`src/rtl/fp_div_seq.sv`:
```
// Sequencer around an iterative IEEE-754 single-precision divider core.
// Special operands are resolved locally; normal operands are issued to the core with a done mask and a timeout.
module fp_div_seq #(
    parameter int MASK_CYC = 1,
    parameter int TIMEOUT  = 64
) (
    input  logic        clk,
    input  logic        rst_n,
    input  logic        in_valid,
    output logic        in_ready,
    input  logic [31:0] op_a,
    input  logic [31:0] op_b,
    output logic        out_valid,
    input  logic        out_ready,
    output logic [31:0] res,
    output logic        invalid,
    output logic        div_zero,
    output logic        timeout,
    output logic        div_start,
    output logic [31:0] div_op_a,
    output logic [31:0] div_op_b,
    input  logic        div_done,
    input  logic [31:0] div_res
);

    localparam int CW = $clog2(TIMEOUT + 1);
    localparam logic [31:0] QNAN = 32'h7FC0_0000;

    typedef enum logic [1:0] {IDLE, ISSUE, WAIT, HOLD} state_t;

    state_t        state_q;
    logic          in_ready_q;
    logic          out_valid_q;
    logic          div_start_q;
    logic [31:0]   res_q;
    logic          invalid_q;
    logic          div_zero_q;
    logic          timeout_q;
    logic [CW-1:0] cnt_q;
    logic [31:0]   op_a_q;
    logic [31:0]   op_b_q;

    logic          spec_s;
    logic [31:0]   spec_res_s;
    logic          spec_inv_s;
    logic          spec_dz_s;
    logic          sign_s;

    // Denormals are flushed: any zero exponent is treated as zero.
    function automatic logic is_zero(input logic [31:0] f);
        return f[30:23] == 8'd0;
    endfunction

    function automatic logic is_inf(input logic [31:0] f);
        return (f[30:23] == 8'hFF) && (f[22:0] == 23'd0);
    endfunction

    function automatic logic is_nan(input logic [31:0] f);
        return (f[30:23] == 8'hFF) && (f[22:0] != 23'd0);
    endfunction

    // Classify the offered operands and form the special-case result in priority order.
    always_comb begin
        spec_s     = 1'b1;
        spec_res_s = 32'd0;
        spec_inv_s = 1'b0;
        spec_dz_s  = 1'b0;
        sign_s     = op_a[31] ^ op_b[31];
        if (is_nan(op_a) || is_nan(op_b) ||
            (is_zero(op_a) && is_zero(op_b)) ||
            (is_inf(op_a) && is_inf(op_b))) begin
            spec_res_s = QNAN;
            spec_inv_s = 1'b1;
        end else if (is_zero(op_b)) begin
            spec_res_s = {sign_s, 31'h7F80_0000};
            spec_dz_s  = 1'b1;
        end else if (is_inf(op_a)) begin
            spec_res_s = {sign_s, 31'h7F80_0000};
        end else if (is_zero(op_a) || is_inf(op_b)) begin
            spec_res_s = {sign_s, 31'd0};
        end else begin
            spec_s = 1'b0;
        end
    end

    // Control FSM with all outputs registered alongside the state.
    always_ff @(posedge clk or negedge rst_n) begin
        if (!rst_n) begin
            state_q     <= IDLE;
            in_ready_q  <= 1'b1;
            out_valid_q <= 1'b0;
            div_start_q <= 1'b0;
            res_q       <= 32'd0;
            invalid_q   <= 1'b0;
            div_zero_q  <= 1'b0;
            timeout_q   <= 1'b0;
            cnt_q       <= {CW{1'b0}};
            op_a_q      <= 32'd0;
            op_b_q      <= 32'd0;
        end else begin
            case (state_q)
                IDLE: begin
                    if (in_valid) begin
                        op_a_q     <= op_a;
                        op_b_q     <= op_b;
                        in_ready_q <= 1'b0;
                        if (spec_s) begin
                            res_q       <= spec_res_s;
                            invalid_q   <= spec_inv_s;
                            div_zero_q  <= spec_dz_s;
                            timeout_q   <= 1'b0;
                            out_valid_q <= 1'b1;
                            state_q     <= HOLD;
                        end else begin
                            div_start_q <= 1'b1;
                            state_q     <= ISSUE;
                        end
                    end
                end
                ISSUE: begin
                    div_start_q <= 1'b0;
                    cnt_q       <= {CW{1'b0}};
                    state_q     <= WAIT;
                end
                WAIT: begin
                    // A qualified done takes precedence over an expiring timeout.
                    if (div_done && (cnt_q >= CW'(MASK_CYC))) begin
                        res_q       <= div_res;
                        invalid_q   <= 1'b0;
                        div_zero_q  <= 1'b0;
                        timeout_q   <= 1'b0;
                        out_valid_q <= 1'b1;
                        state_q     <= HOLD;
                    end else if (cnt_q >= CW'(TIMEOUT - 1)) begin
                        res_q       <= QNAN;
                        invalid_q   <= 1'b1;
                        div_zero_q  <= 1'b0;
                        timeout_q   <= 1'b1;
                        out_valid_q <= 1'b1;
                        state_q     <= HOLD;
                    end else begin
                        cnt_q <= cnt_q + CW'(1);
                    end
                end
                HOLD: begin
                    if (out_ready) begin
                        out_valid_q <= 1'b0;
                        in_ready_q  <= 1'b1;
                        state_q     <= IDLE;
                    end
                end
                default: begin
                    state_q     <= IDLE;
                    in_ready_q  <= 1'b1;
                    out_valid_q <= 1'b0;
                    div_start_q <= 1'b0;
                end
            endcase
        end
    end

    assign in_ready  = in_ready_q;
    assign out_valid = out_valid_q;
    assign div_start = div_start_q;
    assign res       = res_q;
    assign invalid   = invalid_q;
    assign div_zero  = div_zero_q;
    assign timeout   = timeout_q;
    assign div_op_a  = op_a_q;
    assign div_op_b  = op_b_q;

endmodule

```
`config.mk`:
```
export PLATFORM = sky130hd
export DESIGN_NAME = fp_div_seq
export DESIGN_NICKNAME = d
export VERILOG_FILES = /design/src/rtl/fp_div_seq.sv
export SDC_FILE = /design/constraint.sdc
export NUM_CORES = 1
export LEC_CHECK = 0
export CAP_MARGIN = 15
export CORE_AREA = 2 2 92 94
export CTS_BUF_LIST = sky130_fd_sc_hd__clkbuf_4 sky130_fd_sc_hd__clkbuf_8 sky130_fd_sc_hd__clkbuf_16
export CTS_CLUSTER_DIAMETER = 200
export DETAILED_ROUTE_END_ITERATION = 8
export DIE_AREA = 0 0 94 96
export DONT_BUFFER_PORTS = 1
export PLACE_DENSITY = 0.75
export SLEW_MARGIN = 10
export SYNTH_ARGS = -nofsm -noshare
export SYNTH_HDL_FRONTEND = slang
export SYNTH_SLANG_ARGS = --single-unit
```
`constraint.sdc`:
```
create_clock -name clk -period 4 [get_ports clk]
set_input_delay 0.8 -clock clk [delete_from_list [all_inputs] [get_ports clk]]
set_output_delay 0.8 -clock clk [all_outputs]
set_load 0.1 [all_outputs]
```
==> reports/metrics.csv, run 1 <==
stage,metric,value,unit
status,status,"finished, final reports clean",
timing,setup-tns-final,0,ns
worst_setup_path,r2r_end,div_zero,
cells_and_area,multi_input_area,1840,sq um
clock_network,cts.repair.resized,0,
synth,seq_area_frac_synth,58.6,%
die,fp.dieH,96,um
synth,synthTopCellsByArea,"dfrtp_1, mux2_2, nand2_1, ha_1, nor4_1",
global_route,grt-ovfl-total,0,
clock_network,cts_tree,built,
timing,slew_viol_final,0,
worst_setup_path,worst_r2r_path_depth,9,
synth,yosysTopAreaCellShare,58.0,%
cells_and_area,layout.nets,505,
synth,ys_async_sr_fraction,100,%
clock_network,clock-sinks,111,
cells_and_area,seqCellArea,2780,sq um
drt,avgRoutedWirePerCell,19.5,um
synth,synth_cells,403,
synth,synth.avg_cell_area,11.8,sq um
synth,syn_nets,511,
synth,synthTopCellsByCount,"dfrtp_1, nand2_1, mux2_2",
worst_setup_path,cp_data_arrival_time,3.11,ns
drt,drt-pass1-iter-count,5,
clock_network,clk_latency,0.36,ns
worst_setup_path,r2r_slack,1.13,ns
synth,synthMuxAreaShare,15.8,%
synth,synth_edf_count,0,
global_route,grt_pass1_vias,2948,
clock_network,numCtsBuffers,9,
die,die_area,9020,sq um
worst_setup_path,worstSetupEndpointType,flip-flop,
worst_setup_path,cp.required,4.25,ns
drt,viasPerCell,5.92,
drt,drtIter0Drc,79,
timing,slew_headroom,28.9,%
synth,synth_area,4740,sq um
global_route,track_usage,21.5,%
timing,finalCritPeriodShare,71.7,%
clock_network,post-cts-setup-buffers,0,
worst_setup_path,worstSetupPathType,flip-flop to flip-flop,
die,pin_count,203,
clock_network,cts_buffer_depth,2,
cells_and_area,syn2layout_area_growth,4.99,%
drt,vias,3000,
global_route,grt_pass1_wl,14.8,mm
clock_network,clk_pin_slew_worst_paths,0.11,ns
synth,synth_top_family_by_area,multiplexers,
synth,yosysMostFrequentCell,dfrtp_1,
timing,setup_violations,0,
clock_network,cts_hold_buf,0,
synth,synthSimpleGateAreaFrac,12.8,%
worst_setup_path,crit_path_start_kind,flip-flop,
timing,clock_skew,0.0131,ns
run,maxCapViolations,0,
timing,hold_violations,0,
placement,placed_cells,491,
placement,port_buffers,0,
synth,synthAdderAreaFrac,1.85,%
hold_path,hp-class,input pin to async pin,
timing,tightest_slew,1.06,ns
synth,synth_xor_area_share,0.739,%
die,start_util,58.9,%
cells_and_area,antenna_cells,0,
synth,synth_flop_cell,dfrtp_1,
cells_and_area,finish.utilization,61.8,%
drt,routed_wl,9.89,mm
die,fp-row-count,33,
synth,synth.distinct_cells,41,
clock_network,ctsRootBufferMaster,clkbuf_8,
worst_setup_path,worstPathMaxFanout,68,
cells_and_area,fin_cells,507,
timing,clock.fmax,349,MHz
die,die_w,94,um
drt,drc,0,
timing,hold_ws,0.118,ns
cells_and_area,drive_above_1_share,22.4,%
drt,detail-route-antenna-nets,0,
placement,dp_hpwl,7.34,mm
placement,gp_congestion,0.747,
global_route,antenna_found_initial,0,
worst_setup_path,r2r_start,cnt_q[1],
clock_network,ctsHtreeMaxLevel,3,
synth,synth_warnings,0,
timing,rsz0062_at_grt,false,
global_route,grt_max_degree,112,
synth,ys_seq_elements,111,
cells_and_area,fillers,656,
synth,synth_compound_area_share,7.54,%
synth,synth_top_area_cell,dfrtp_1,
timing,min_period,2.87,ns
die,core_region_area,8050,sq um
[kinds of logic after synthesis]
logic type / after synthesis
flops: 111
xor+xnor: 4
fa+ha+maj: 7
mux: 67
buf+inv: 25
simple gates: 129
compound gates: 60
[worst max-delay path by stage]
stage	startpoint	slack, ns	endpoint
after global routing	cnt_q[1]	0.81	div_zero
after global placement	op_a[28]	1.13	div_zero
final	cnt_q[1]	1.13	div_zero
after detailed placement	op_a[28]	1.09	res[23]
after CTS	cnt_q[1]	1.11	div_zero
after floorplan	op_a[28]	1.47	res[23]
[sequential cells by signal, summed over array words and instances (netlist names)]
name	cells
cnt_q	7
div_op_a	32
div_op_b	32
div_start	1
div_zero	1
in_ready	1
invalid	1
out_valid	1
res	32
state_q	2
timeout	1
[layout by cell type (no fill, tap or decap), types with 2 or more instances in the layout]
cell	instances
mux2i_1	3
xor2_1	3
o31ai_1	9
and2_1	2
nor2_1	21
clkbuf_8	10
nor4_1	14
dfrtp_1	110
nand2b_1	2
or4_1	2
mux2_2	64
or4_4	2
clkinvlp_4	3
nor3_1	4
a21oi_1	11
ha_1	7
o21ai_1	12
nand4_1	8
o21ai_0	17
buf_4	3
nand3_1	2
inv_1	5
nand2_1	65
[final cells by class]
type,count,area share [%]
inverter,5,0.377
multi-input combinational,267,37.0
clock inverter,5,0.854
timing repair buffer,3,0.452
tap,105,2.64
clock buffer,11,2.91
sequential,111,55.8
[worst max-delay path, cell delays in order, from the launching register on]
cell and delay (ns):
dfrtp_1 0.47, inv_1 0.07, ha_1 0.19, nor4_1 0.29, a21boi_1 0.16, nor4bb_1 0.28
buf_4 0.23, a211o_2 0.75, nor2_1 0.11, a22o_1 0.20
[metrics by stage]
stage / setup slack [ns] / instance area (sq um)
2_1_floorplan: 1.47 / 4740
3_3_place_gp: 1.13 / 4790
3_5_place_dp: 1.09 / 4790
4_1_cts: 1.11 / 4980
5_1_grt: 0.815 / 4980
6_report: 1.13 / 4980
[metal layers]
metal / vias to the layer above / wire length (um) / GRT usage [%]
met4: 0 / 94 / 6.16
met5: - / 0 / 0
li1: 1398 / - / -
met3: 8 / 1140 / 9.01
met2: 142 / 4810 / 35.6
met1: 1452 / 3840 / 26.0
Power of run 1 is left out: the tool's default activity adds up to more than one toggle a clock period on the data nets, which glitch-free logic cannot reach.
==> inputs of run 2 (changes only) <==
CORE_AREA = 2 2 95 97   (was 2 2 92 94)
DIE_AREA = 0 0 97 99   (was 0 0 94 96)
PLACE_DENSITY = 0.74   (was 0.75)
clock period = 2.5 ns   (was 4 ns; I/O delays follow)
==> run 2 against run 1 <==
The run now ends with negative hold slack left. Wire length rose by 3.5%. Register-to-register slack got worse by 0.92 ns. Global-route usage about the same. Clock-buffer cell count stayed put.
==> reports/metrics.csv, run 2 (same netlist as run 1, synthesis figures left out) <==
stage,metric,value,unit,change
timing,hold_violations,110,,+110
clock_network,ctsRootBufferMaster,clkbuf_8,,
drt,drt-pass1-iter-count,4,,-1
placement,dp_hpwl,7.46,mm,+1.8%
worst_setup_path,worstSetupEndpointType,flip-flop,,
die,die_area,9600,sq um,+6.4%
worst_setup_path,r2r_start,cnt_q[0],,
worst_setup_path,cp_num_buf_inv,1,,-1
clock_network,cts_buffer_depth,2,,unchanged
timing,clock_skew,0.0138,ns,+0.000663 ns
timing,finalCritPeriodShare,91.4,%,+20 points
global_route,antenna_found_initial,0,,unchanged
worst_setup_path,worstPathMaxFanout,31,,-54%
timing,setup_violations,0,,unchanged
drt,viasPerCell,5.81,,-1.9%
die,fp.dieH,99,um,+3.1%
drt,drc,0,,unchanged
hold_path,hp-class,input pin to async pin,,
worst_setup_path,r2r_end,res[28],,
clock_network,clock-sinks,111,,unchanged
timing,slew_headroom,36.1,%,+7.2 points
die,start_util,55.5,%,-3.4 points
die,core_region_area,8550,sq um,+6.2%
worst_setup_path,crit_chain,ha_1 -> nor4_1 -> a21boi_1 -> nor4bb_2 -> a211o_2 -> buf_12 -> nand2_1 -> o31ai_1,,
timing,hold_ws,-0.171,ns,-0.289 ns
drt,vias,3107,,+3.6%
worst_setup_path,cpPeakStageDelay,0.48,ns,-0.27 ns
clock_network,clk_pin_slew_worst_paths,0.09,ns,-0.02 ns
timing,rsz0062_at_grt,false,,
global_route,grt_pass1_vias,3229,,+9.5%
worst_setup_path,cp.required,2.77,ns,-1.48 ns
global_route,grt_max_degree,112,,unchanged
status,status,"finished, violations left",,
status,violations,negative hold slack,,
drt,avgRoutedWirePerCell,19.1,um,-1.9%
worst_setup_path,crit_path_start_kind,flip-flop,,
placement,port_buffers,0,,unchanged
worst_setup_path,cp_slowest_cell,dfrtp_1,,
global_route,grt-ovfl-total,0,,unchanged
die,fp-row-count,34,,+3.0%
timing,setup-tns-final,0,ns,unchanged
timing,slew_viol_final,0,,unchanged
worst_setup_path,r2r_slack,0.22,ns,-0.92 ns
worst_setup_path,cp_data_arrival_time,2.55,ns,-0.56 ns
worst_setup_path,worstSetupPathType,flip-flop to flip-flop,,
timing,tightest_slew,0.959,ns,-0.104 ns
worst_setup_path,worst_r2r_path_depth,8,,-1
cells_and_area,syn2layout_area_growth,10.1,%,
run,maxCapViolations,0,,unchanged
global_route,track_usage,21.4,%,-0.038 points
clock_network,cts_tree,built,,
clock_network,clk_latency,0.36,ns,about the same
cells_and_area,finish.utilization,61.0,%,-0.80 points
cells_and_area,drive_above_1_share,27.2,%,+4.8 points
worst_setup_path,cp_num_cells,8,,-1
timing,clock.fmax,438,MHz,+25%
global_route,grt_pass1_wl,16.5,mm,+11%
clock_network,ctsHtreeMaxLevel,3,,unchanged
worst_setup_path,path_delay_family,simple AND/OR/NAND/NOR gates,,
cells_and_area,final_common_cell,dfrtp_1,,
cells_and_area,layout.nets,530,,+5.0%
timing,min_period,2.28,ns,-0.582 ns
placement,gp_congestion,0.818,,+9.5%
drt,drtIter0Drc,103,,+30%
clock_network,numCtsBuffers,9,,unchanged
cells_and_area,mostFrequentLayoutCells,"dfrtp_1, nand2_1, mux2_2",,
die,die_w,97,um,+3.2%
drt,routed_wl,10.2,mm,+3.5%
drt,detail-route-antenna-nets,0,,unchanged
die,pin_count,203,,unchanged
cells_and_area,antenna_cells,0,,unchanged
clock_network,post-cts-setup-buffers,0,,unchanged
==> run 2: final cells by class <==
cell class                      instances  area (sq um)
Clock buffer                           11           145
Clock inverter                          5          42.5
Tap cell                              108           135
Sequential cell                       111          2780
Inverter                                5          18.8
Fill cell                             689          3330
Timing Repair Buffer                   28           253
Multi-Input combinational cell        267          1850
==> run 2: what timing repair did <==
| action | CTS | global route |
|---|---|---|
| setup endpoints to repair | 0 | 30 |
| hold endpoints to repair | 111 | 111 |
| resized for setup | 0 | 1 |
==> run 2: through the flow <==
step | worst slack, ns | std cells | instance area [sq um]
3_3_place_gp | 0.154 | 518 | 5000
4_1_cts | 0.108 | 534 | 5190
2_1_floorplan | 0.274 | 403 | 4740
5_1_grt | 0.00326 | 535 | 5220
3_5_place_dp | 0.0650 | 518 | 5000
6_report | 0.216 | 535 | 5220
==> run 2: worst max-delay path by stage <==
stage | from | to | slack [ns]
2_1_floorplan | op_a[28] | res[23] | 0.27
3_3_place_gp | op_a[28] | res[24] | 0.15
3_5_place_dp | op_a[28] | res[26] | 0.07
4_1_cts | cnt_q[0] | res[26] | 0.11
5_1_grt | cnt_q[0] | res[10] | 0.003
6_report | cnt_q[0] | res[28] | 0.22
==> run 2: per-layer routing <==
| metal | global-route usage [%] | share of wire [%] |
|---|---|---|
| met3 | 9.15 | 12 |
| met4 | 6.07 | 1.3 |
| met5 | 0 | 0 |
| met2 | 36.2 | 49 |
| met1 | 25.3 | 38 |
Power of run 2 is left out for the same reason.
